===== config.mk =====
export PLATFORM = sky130hd
export DESIGN_NAME = mips_div_unit
export DESIGN_NICKNAME = d
export VERILOG_FILES = /design/src/rtl/mips_div_unit.sv
export SDC_FILE = /design/constraint.sdc
export NUM_CORES = 1
export LEC_CHECK = 0
export BUFFER_PORTS_ARGS = -buffer_cell sky130_fd_sc_hd__clkbuf_2
export CORE_ASPECT_RATIO = 1.5
export CORE_MARGIN = 2
export CORE_UTILIZATION = 38
export DETAILED_ROUTE_END_ITERATION = 10
export SLEW_MARGIN = 20
export SYNTH_ARGS = -nofsm -noshare
export SYNTH_HDL_FRONTEND = slang
export SYNTH_SLANG_ARGS = --single-unit

===== constraint.sdc =====
create_clock -name clk -period 5.77 [get_ports clk]
set_clock_uncertainty 0.1 [all_clocks]
set_input_delay 0.577 -clock clk [delete_from_list [all_inputs] [get_ports clk]]
set_output_delay 0.577 -clock clk [all_outputs]
set_load 0.05 [all_outputs]

===== src/rtl/mips_div_unit.sv =====
// ---------------------------------------------------------------------------
// mips_div_unit
//
// Multi-cycle restoring divider for the MIPS ALU (DIV/DIVU/MOD/MODU).
// After divrst is released, the first rising edge captures the operands. The
// next WIDTH edges each produce one quotient bit, MSB first. The last of
// those edges loads the sign-corrected quotient and remainder and raises
// divdone. The result then holds until divrst is pulled low again.
//
// Ports:
//   clk      in   rising-edge clock
//   divrst   in   asynchronous active-low reset; releasing it starts a division
//   a        in   [WIDTH-1:0] dividend
//   b        in   [WIDTH-1:0] divisor
//   signdiv  in   1 = signed (two's complement), 0 = unsigned
//   q        out  [WIDTH-1:0] quotient, registered, 0 until done
//   r        out  [WIDTH-1:0] remainder, registered, 0 until done
//   divdone  out  high while q/r hold a valid result
// ---------------------------------------------------------------------------
module mips_div_unit #(
    parameter int WIDTH = 32
) (
    input  logic             clk,
    input  logic             divrst,
    input  logic [WIDTH-1:0] a,
    input  logic [WIDTH-1:0] b,
    input  logic             signdiv,
    output logic [WIDTH-1:0] q,
    output logic [WIDTH-1:0] r,
    output logic             divdone
);

    localparam int CW = (WIDTH > 1) ? $clog2(WIDTH) : 1;

    typedef enum logic [1:0] {
        LOAD = 2'd0,
        RUN  = 2'd1,
        DONE = 2'd2
    } state_t;

    state_t state;
    state_t state_next;

    logic [CW-1:0]    count;
    // dvd starts as the dividend magnitude. Each step shifts one dividend bit
    // out of the top and one quotient bit in at the bottom, so by the end
    // it holds the quotient magnitude.
    logic [WIDTH-1:0] dvd;
    logic [WIDTH-1:0] dvs;
    logic [WIDTH-1:0] rem;
    logic             q_neg;
    logic             r_neg;
    logic             div_zero;

    logic             load_op;
    logic             step_op;
    logic             finish_op;
    logic             last_iter;

    logic [WIDTH-1:0] a_mag;
    logic [WIDTH-1:0] b_mag;
    logic [WIDTH:0]   rem_shift;
    logic             ge;
    logic [WIDTH-1:0] rem_next;
    logic [WIDTH-1:0] quot_mag;
    logic [WIDTH-1:0] q_final;
    logic [WIDTH-1:0] r_final;

    assign last_iter = (count == CW'(WIDTH - 1));

    // State register.
    always_ff @(posedge clk or negedge divrst) begin
        if (!divrst) begin
            state <= LOAD;
        end else begin
            state <= state_next;
        end
    end

    // Next-state logic. DONE is only left through reset.
    always_comb begin
        state_next = state;
        case (state)
            LOAD:    state_next = RUN;
            RUN:     state_next = last_iter ? DONE : RUN;
            DONE:    state_next = DONE;
            default: state_next = LOAD;
        endcase
    end

    // Datapath control decoded from the current state.
    always_comb begin
        load_op   = 1'b0;
        step_op   = 1'b0;
        finish_op = 1'b0;
        case (state)
            LOAD: load_op = 1'b1;
            RUN: begin
                step_op   = 1'b1;
                finish_op = last_iter;
            end
            default: ;
        endcase
    end

    // Operand magnitudes. -0x80000000 wraps back to 0x80000000. Read as
    // unsigned, that is the correct magnitude 2^31.
    always_comb begin
        a_mag = a;
        b_mag = b;
        if (signdiv) begin
            a_mag = a[WIDTH-1] ? -a : a;
            b_mag = b[WIDTH-1] ? -b : b;
        end
    end

    // One restoring step. The compare is WIDTH+1 bits wide because the
    // shifted-in bit can push the partial remainder past WIDTH bits. When
    // ge is set the true difference is below the divisor, so a WIDTH-bit
    // modular subtract is exact.
    always_comb begin
        rem_shift = {rem, dvd[WIDTH-1]};
        ge        = (rem_shift >= {1'b0, dvs});
        rem_next  = ge ? (rem_shift[WIDTH-1:0] - dvs) : rem_shift[WIDTH-1:0];
        quot_mag  = {dvd[WIDTH-2:0], ge};
    end

    // Sign correction on the last step. With a zero divisor every step
    // subtracts nothing, so the quotient magnitude is all ones and the
    // remainder is |a|. Restoring the dividend's sign gives back a. The
    // quotient is forced to all ones so the dividend's sign cannot flip it.
    always_comb begin
        q_final = q_neg ? -quot_mag : quot_mag;
        r_final = r_neg ? -rem_next : rem_next;
        if (div_zero) begin
            q_final = '1;
        end
    end

    // Working registers and result registers. q/r remain zero until the
    // final step so that partial results are never visible.
    always_ff @(posedge clk or negedge divrst) begin
        if (!divrst) begin
            count    <= '0;
            dvd      <= '0;
            dvs      <= '0;
            rem      <= '0;
            q_neg    <= 1'b0;
            r_neg    <= 1'b0;
            div_zero <= 1'b0;
            q        <= '0;
            r        <= '0;
            divdone  <= 1'b0;
        end else begin
            if (load_op) begin
                count    <= '0;
                dvd      <= a_mag;
                dvs      <= b_mag;
                rem      <= '0;
                q_neg    <= signdiv & (a[WIDTH-1] ^ b[WIDTH-1]);
                r_neg    <= signdiv & a[WIDTH-1];
                div_zero <= (b == '0);
            end
            if (step_op) begin
                count <= count + CW'(1);
                dvd   <= quot_mag;
                rem   <= rem_next;
            end
            if (finish_op) begin
                q       <= q_final;
                r       <= r_final;
                divdone <= 1'b1;
            end
        end
    end

endmodule


; Word-level counts from Yosys, hierarchy flattened
; Index checks and enable logic that the tools add are counted.
; W data, S select, Z words.
[totals]
output_inout_bits = 65
in_bits = 67
register_bits = 171
wordCells = 46
[op_classes]
n_eq_ne = 3
mux = 19
n_bitwise = 3
magnitude_cmp = 1
add_sub_neg = 6
reduce_logical = 3
[ops]
columns = op, n
row1 = $mux W32, 12
row2 = $neg A32 Y32, 4
row3 = $ge A33 B32 Y1, 1
row4 = $logic_not A32 Y1, 1
row5 = $sub A32 B32 Y32, 1
row6 = $mux W5, 2
row7 = $pmux W2 S3, 1
row8 = $add A5 B1 Y5 const B, 1
row9 = $eq A5 B5 Y1 const B, 1
row10 = $mux W1, 3
row11 = $and A1 B1 Y1, 2
row12 = $eq A2 B1 Y1 const B, 1
row13 = $eq A2 B2 Y1 const B, 1
row14 = $logic_not A2 Y1, 1
row15 = $mux W2, 1
row16 = $reduce_bool A2 Y1, 1
row17 = $xor A1 B1 Y1, 1

; Longest topological paths before layout
; Gate-level depths: netlist of run 1.
[depth]
ltp_word = 5
ltp_mapped = 23
depth_no_buf = 18

; Worst setup path after synthesis of run 1
; OpenSTA, ideal clock, no wires.
[synth_timing]
path_kind = register to register
startpoint = reg rem[5]
endpoint = reg r[28]
required_ps = 5542
setup_ps = 128
stages_incl_launch_ff = 22
setup_slack_ps = 777
arrival_time_ps = 4765
path_cell_list = dfrtp_1 -> ha_1 -> buf_6 -> a21o_4 -> a31o_4 -> a41o_4 -> o311ai_4 -> nand2_4 -> buf_6 -> buf_2 -> buf_2 -> buf_2 -> o21ai_0 -> ha_1 -> nand2_1 -> nor4_1 -> and3_1 -> a31oi_1 -> or4b_4 -> o41ai_2 -> xnor2_1 -> o21ai_1
[synth_via]
elab_chain_len = 4
elab_cells_between_ends = 5
cone_classes = add/sub: 2 / order compare: 1 / mux: 2
[synth_rtl]
columns = element, line
row1 = start: declaration, 50  ; logic [WIDTH-1:0] rem;
row2 = start signal: assignment, 167  ; rem <= rem_next;
row3 = $sub A32 B32 Y32 / $ge A33 B32 Y1 (equally long branches), "124, 123"
row4 = $mux W32 *, 124  ; rem_next = ge ? (rem_shift[WIDTH-1:0] - dvs) : rem_shift[WIDTH-1:0];
row5 = $neg A32 Y32, 134  ; r_final = r_neg ? -rem_next : rem_next;
row6 = $mux W32 *, 134
row7 = end signal: assignment, 171  ; r <= r_final;
row8 = end: declaration, 29  ; output logic [WIDTH-1:0] r,
; Mark *: on every way between the ends. The rest lies on a longest branch, timed or not.
; A chain may end at the register's enable or synchronous reset.

; Final worst setup path of run 1
[layout_timing]
startpoint = reg rem[5]
endpoint = reg r[30]
; Same word-level chain as after synthesis.

==> metrics.yaml, run 1 <==
final_hold_viol_count: 0
setup_viol: 0
nets: 1661
cp_cell_sequence: "ha_1 -> a21o_4 -> a31o_4 -> a41o_4 -> o311ai_4 -> nand2_4 -> inv_2 -> mux2i_1 -> ha_1 -> nand2_1 -> nor4_1 -> a21boi_0 -> nor4_1 -> nand4_1 -> o31ai_1 -> xnor2_1 -> o21ai_0"
worstMarginPinSlew_ns: 1.07
cts_tree: "done"
drtIter0Drc: 615
postSynthAreaPerCell_um2: 8.19
fp-row-count: 79
layout_setup_ws_ns: 0.627
synth_warnings: 0
synth_top_area_share: 0.355
synth.ff_latch_count: 171
initial_core_util: 0.387
ir_drop_mv: 0.268
coreArea_mm2: 0.0311
synth_flop_cell: "dfrtp_1"
areaGrowthSynthToFinish_pct: 12.1
hp-class: "in -> async"
startpoint: "rem[5]"
worstPathRequired_ns: 5.98
report.final.slew_viol_count: 0
grt_max_degree: 80
wl_per_cell_um: 18.0
synth_top_family_by_area: "compound AO/OA/AOI/OAI gates"
yosysSeqAreaShare: 0.355
tns_ns: 0
grt_pass1_vias: 11000
synth.distinct_cells: 95
critical_path_arrival_ns: 5.35
root_buffer: "clkbuf_16"
cp-end-kind: "flip-flop"
routed-wl-met3_um: 1170
power_density_mw_per_mm2: 577
antenna_cells: 0
vias: 11000
synth_area_leader_cell: "dfrtp_1"
synth.net_count: 1576
grt_overflow_total: 0
slew_headroom: 0.287
post_cts_resized: 0
drt-vias-per-instance: 5.55
dieArea_mm2: 0.0332
synthXorXnorAreaFrac: 0.0924
cts.path.max_buffers: 2
start_kind: "flip-flop"
grt_pass1_wl_um: 57300
drive_gt1_frac: 0.144
synthAdderAreaFrac: 0.0411
fin_crit_ns: 5.14
gp_congestion: 0.927
synthMuxAreaShare: 0.0206
port_buffers: 131
async_reset_ff_frac: 1.00
drcViolationCount: 0
synth-compound-area-share: 0.247
slowest_stage: "dfrtp_1"
antenna_found_initial: 0
setup.worst_path.class: "reg -> reg"
synthesis.area_mm2: 0.0120
clk-insertion-delay-late_ns: 0.46
worstReg2RegStart: "rem[5]"
cp_slowest_stage_delay_ns: 0.46
cts_setup_buffers: 0
die_w_um: 149
htreeDepth: 4
drtPass1Iterations: 5
drv_cap: 0
netlist_instances: 1470
reg2regPathDepth: 17
clock_sinks: 171
postPlaceCellArea_mm2: 0.0129
p_total_mw: 7.79
yosys.area_share.simple: 0.193
fin_crit_sh: 0.891
wl_um: 35600
dp_slack_ns: 0.736
dr_wl_met2_um: 18800
clk_pin_slew_ns: 0.07
rsz0062_at_grt: "no"
status: "complete, no violations"
fmax_mhz: 194
utilization: 0.434
synthTopCellsByArea: "dfrtp_1 (36%), o21ai_0 (7.2%), nand2_1 (6.7%)"
hpwl_um: 27400
top_layer_used: "met4"
antenna_left: 0
cp_max_fo: 14
design_area_mm2: 0.0135
netlist_top_cells_count: "nand2_1 (214), o21ai_0 (173), dfrtp_1 (171)"
fp.dieH_um: 222
leakage_nw: 6.06
io_pins: 132
synth_most_common_cell: "nand2_1"
cts_made_buffers: 17
wl_met1_um: 13100
gr-usage-all-layers: 0.221
cts_hold_buffers: 0
synth-edff-count: 0
[final timing paths]
path	end	slack [ns]
setup reg to reg	r[30]	0.63
max in group asynchronous	state[1]	4.26
min in group clk	div_zero	0.33
setup / recovery	r[30]	0.63
hold reg to reg	divdone	0.37
hold / removal	q[8]	0.07
[routing by layer]
| layer | up-vias | GRT usage |
|---|---|---|
| met5 | - | 0 |
| met4 | 0 | 0.148 |
| met3 | 107 | 0.0358 |
| met2 | 268 | 0.401 |
| met1 | 5190 | 0.229 |
| li1 | 5393 | - |
[metrics by stage]
| stage | instances | hold WS, ns |
|---|---|---|
| finish | 1973 | 0.0657 |
| global route | 1973 | 0.121 |
| CTS | 1973 | 0.0914 |
| detailed placement | 1941 | 0.351 |
| global placement | 1941 | 0.351 |
| floorplan | 1470 | 0.181 |
[worst max-delay path: cells and delay by family, from the launching register on]
family          cells  cell delay [ns]
buf+inv             1             0.12
simple gates        5             1.28
xor+xnor            1             0.15
flops               1             0.46
fa+ha+maj           2             0.69
compound gates      7             1.91
mux                 1             0.28
[final cells by class]
cell class                      instances  area (um^2)
Clock inverter                         13          126
Multi-Input combinational cell       1164         7160
Fill cell                            3157        17600
Sequential cell                       171         4280
Tap cell                              405          507
Clock buffer                           19          443
Inverter                               56          210
Timing Repair Buffer                  145          767
[registers in the layout, indices dropped and copies added, names as in the netlist]
| name | cells |
|---|---|
| dvd | 32 |
| dvs | 32 |
| q | 32 |
| r | 32 |
| rem | 32 |
| count | 5 |
| state | 2 |
| div_zero | 1 |
| divdone | 1 |
| q_neg | 1 |
| r_neg | 1 |
[placed cells by master, fill, tap and decap left out, types with 4 or more instances in the layout]
master,n
a211o_1,4
ha_1,38
o211ai_1,7
clkbuf_2,130
a2111oi_0,4
a211oi_1,11
o31ai_1,26
inv_1,55
nand4_1,10
mux2i_1,20
o21ai_1,11
inv_8,4
o21ai_0,173
or4_1,9
a21oi_1,129
o22ai_1,4
nor2_1,116
nand2b_1,7
nor2b_1,7
xnor2_1,63
a21boi_0,4
clkbuf_16,17
xor2_1,64
and3_1,8
o41ai_1,8
buf_4,14
nand3_1,24
nor4_1,14
a21o_1,14
and2_1,13
dfrtp_1,169
nor3_1,34
nand2_1,212
clkinvlp_4,4
o21a_1,7
or3_1,18
a31oi_1,17
[where the power goes]
part | switching [mW] | internal, mW
Clock | 0.548 | 0.581
Sequential | 0.346 | 1.53
Combinational | 3.21 | 1.58
[kinds of logic (layout without fill, tap and decap cells)]
group / count (synthesis) / count (layout)
multiplexers: 23 / 23
AO/OA/AOI/OAI: 473 / 473
XOR/XNOR: 127 / 127
adder cells (fa/ha/maj): 39 / 39
flip-flops: 171 / 171
buffers and inverters: 135 / 233
AND/OR/NAND/NOR: 502 / 502
No activity file was read; power rests on OpenSTA's default activity.
==> run 2: changes to the inputs <==
==> constraint.sdc (replaced) <==
create_clock -name clk -period 5.77 [get_ports clk]
set_clock_uncertainty 0.1 [all_clocks]
set_input_delay 0.2885 -clock clk [delete_from_list [all_inputs] [get_ports clk]]
set_output_delay 0.2885 -clock clk [all_outputs]
set_load 0.05 [all_outputs]
==> run 2 against run 1 <==
Power rose by 0.60%. Sequential power is essentially flat. Utilization hardly changed. Largest cell class unchanged. Worst hold slack got worse by 0.015 ns. Global-route usage up 0.37 points. Combinational power about the same. Critical path type unchanged. Routed wire length is 1.8% higher. Sequential cell count unchanged. Register-to-register slack gained 0.06 ns.
==> metrics.yaml, run 2 (synthesized netlist as in run 1, its figures left out) <==
status: "complete, no violations"  # unchanged
start_kind: "flip-flop"  # unchanged
dieArea_mm2: 0.0332  # unchanged
drive_gt1_frac: 0.144  # unchanged
mostFrequentLayoutCells: "nand2_1 (212), o21ai_0 (173), dfrtp_1 (168)"  # was nand2_1 (212), o21ai_0 (173), dfrtp_1 (169)
rsz0062_at_grt: "no"  # unchanged
critical_path_arrival_ns: 5.29  # was 5.35 ns
port_buffers: 131  # unchanged
gr-usage-all-layers: 0.224  # was 0.221
critical_path_depth: 17  # unchanged
rrSetupSlack_ns: 0.69  # was 0.63 ns
tns_ns: 0  # unchanged
design_area_mm2: 0.0135  # about the same
fp.dieH_um: 222  # unchanged
timing.rr.end: "r[30]"  # unchanged
drv_cap: 0  # unchanged
cts_tree: "done"  # unchanged
clk-insertion-delay-late_ns: 0.46  # about the same
drt-vias-per-instance: 5.56  # was 5.55
hpwl_um: 27500  # was 27400 um
worstHoldEndpoint: "div_zero"
drtIter0Drc: 613  # was 615
root_buffer: "clkbuf_16"  # unchanged
htreeDepth: 4  # unchanged
cp_max_fo: 11  # was 14
die_w_um: 149  # unchanged
grt_pass1_wl_um: 58400  # was 57300 um
holdPathStages: 2
ir_drop_mv: 0.284  # was 0.268 mV
grt_overflow_total: 0  # unchanged
cp_num_buf_inv: 1  # unchanged
reg2regPathDepth: 17  # unchanged
cp-end-kind: "flip-flop"  # unchanged
fmax_mhz: 197  # was 194 MHz
final_hold_viol_count: 0  # unchanged
worstPathRequired_ns: 5.98  # about the same
antenna_left: 0  # unchanged
setup_viol: 0  # unchanged
cts.path.max_buffers: 2  # unchanged
hp-class: "in -> reg"  # was in -> async
antenna_found_initial: 0  # unchanged
vias: 11000  # about the same
worstMarginPinSlew_ns: 0.985  # was 1.07 ns
antenna_cells: 0  # unchanged
leakage_nw: 6.08  # was 6.06 nW
cp_cell_sequence: "ha_1 -> a21o_1 -> a31oi_4 -> a211oi_2 -> o311ai_4 -> nand2_4 -> inv_2 -> mux2i_1 -> ha_1 -> nand2_1 -> nor4_1 -> a21boi_0 -> nor4_1 -> nand4_1 -> o31ai_1 -> xnor2_1 -> o21ai_0"  # was ha_1 -> a21o_4 -> a31o_4 -> a41o_4 -> o311ai_4 -> nand2_4 -> inv_2 -> mux2i_1 -> ha_1 -> nand2_1 -> nor4_1 -> a21boi_0 -> nor4_1 -> nand4_1 -> o31ai_1 -> xnor2_1 -> o21ai_0
wl_per_cell_um: 18.4  # was 18.0 um
cts_setup_buffers: 0  # unchanged
hp-start: "b[31]"
areaGrowthSynthToFinish_pct: 12.2  # was 12.1%
critPathTopFamily: "compound AO/OA/AOI/OAI gates"  # unchanged
grt_pass1_vias: 11100  # was 11000
drcViolationCount: 0  # unchanged
fin_crit_sh: 0.881  # was 0.891
cp_slowest_stage_delay_ns: 0.53  # was 0.46 ns
io_pins: 132  # unchanged
power_density_mw_per_mm2: 580  # was 577 mW/mm^2
cts_hold_buffers: 1  # was 0
gp_congestion: 0.928  # was 0.927
cts_made_buffers: 17  # unchanged
coreArea_mm2: 0.0311  # unchanged
wl_um: 36200  # was 35600 um
final_common_cell: "nand2_1"  # unchanged
initial_core_util: 0.387  # unchanged
nets: 1662  # was 1661
postPlaceCellArea_mm2: 0.0129  # unchanged
fp-row-count: 79  # unchanged
slowest_stage: "o311ai_4"  # was dfrtp_1
post_cts_resized: 0  # unchanged
drtPass1Iterations: 7  # was 5
fin_crit_ns: 5.08  # was 5.14 ns
setup.worst_path.class: "reg -> reg"  # unchanged
worstReg2RegStart: "rem[3]"  # was rem[5]
clock_sinks: 171  # unchanged
clk_pin_slew_ns: 0.07  # about the same
slew_headroom: 0.343  # was 0.287
num-fill-cells: 3216  # was 3157
report.final.slew_viol_count: 0  # unchanged
grt_max_degree: 74  # was 80
==> run 2: metrics by stage <==
stage                     worst slack (ns)   util  cells  hold WS [ns]  total power, mW
final                                0.687  0.434   1973        0.0506             7.84
after global routing                 0.302  0.434   1973        0.0651             8.35
after CTS                            0.757  0.434   1973        0.0303             7.87
after detailed placement             0.783  0.415   1941         0.207             6.67
after global placement               0.966  0.415   1941         0.198             6.65
after floorplan                      0.777      -   1470        -0.107             5.34
==> run 2: worst reg2reg max path, stage by stage, from the launching register on <==
cell and delay [ns]:
dfrtp_1 0.43, ha_1 0.44, a21o_1 0.26, a31oi_4 0.29, a211oi_2 0.21, o311ai_4 0.53, nand2_4 0.18, inv_2 0.13
mux2i_1 0.28, ha_1 0.26, nand2_1 0.06, nor4_1 0.34, a21boi_0 0.23, nor4_1 0.40, nand4_1 0.21, o31ai_1 0.33
xnor2_1 0.16, o21ai_0 0.10
==> run 2: area by class of cell <==
cell class	count	area (um^2)	share of cell area
clock buffer	18	429	0.0318
tap	405	507	0.0375
timing repair buffer	146	777	0.0575
inverter	56	210	0.0156
sequential	171	4280	0.317
multi-input combinational	1164	7160	0.530
clock inverter	13	143	0.0106
==> run 2: how the worst max path moves through the flow <==
stage / startpoint / endpoint
4_1_cts: rem[3] / r[30]
2_1_floorplan: rem[5] / r[28]
3_5_place_dp: rem[3] / r[30]
5_1_grt: rem[3] / r[30]
6_report: rem[3] / r[30]
3_3_place_gp: dvd[31] / r[23]
==> run 2: metal layers <==
| layer | GRT usage | part of all wire | wire length (um) | vias to the layer above |
|---|---|---|---|---|
| li1 | - | - | - | 5403 |
| met1 | 0.244 | 0.38 | 13900 | 5250 |
| met2 | 0.417 | 0.54 | 19400 | 237 |
| met3 | 0.0302 | 0.028 | 1000 | 87 |
| met4 | 0.115 | 0.053 | 1920 | 0 |
| met5 | 0 | 0 | 0 | - |
==> run 2: power breakdown <==
| part | internal, mW | leakage, nW | total, mW | switching (mW) |
|---|---|---|---|---|
| clock network | 0.641 | 0.283 | 1.17 | 0.529 |
| logic | 1.58 | 3.68 | 4.80 | 3.22 |
| registers | 1.53 | 2.12 | 1.87 | 0.344 |
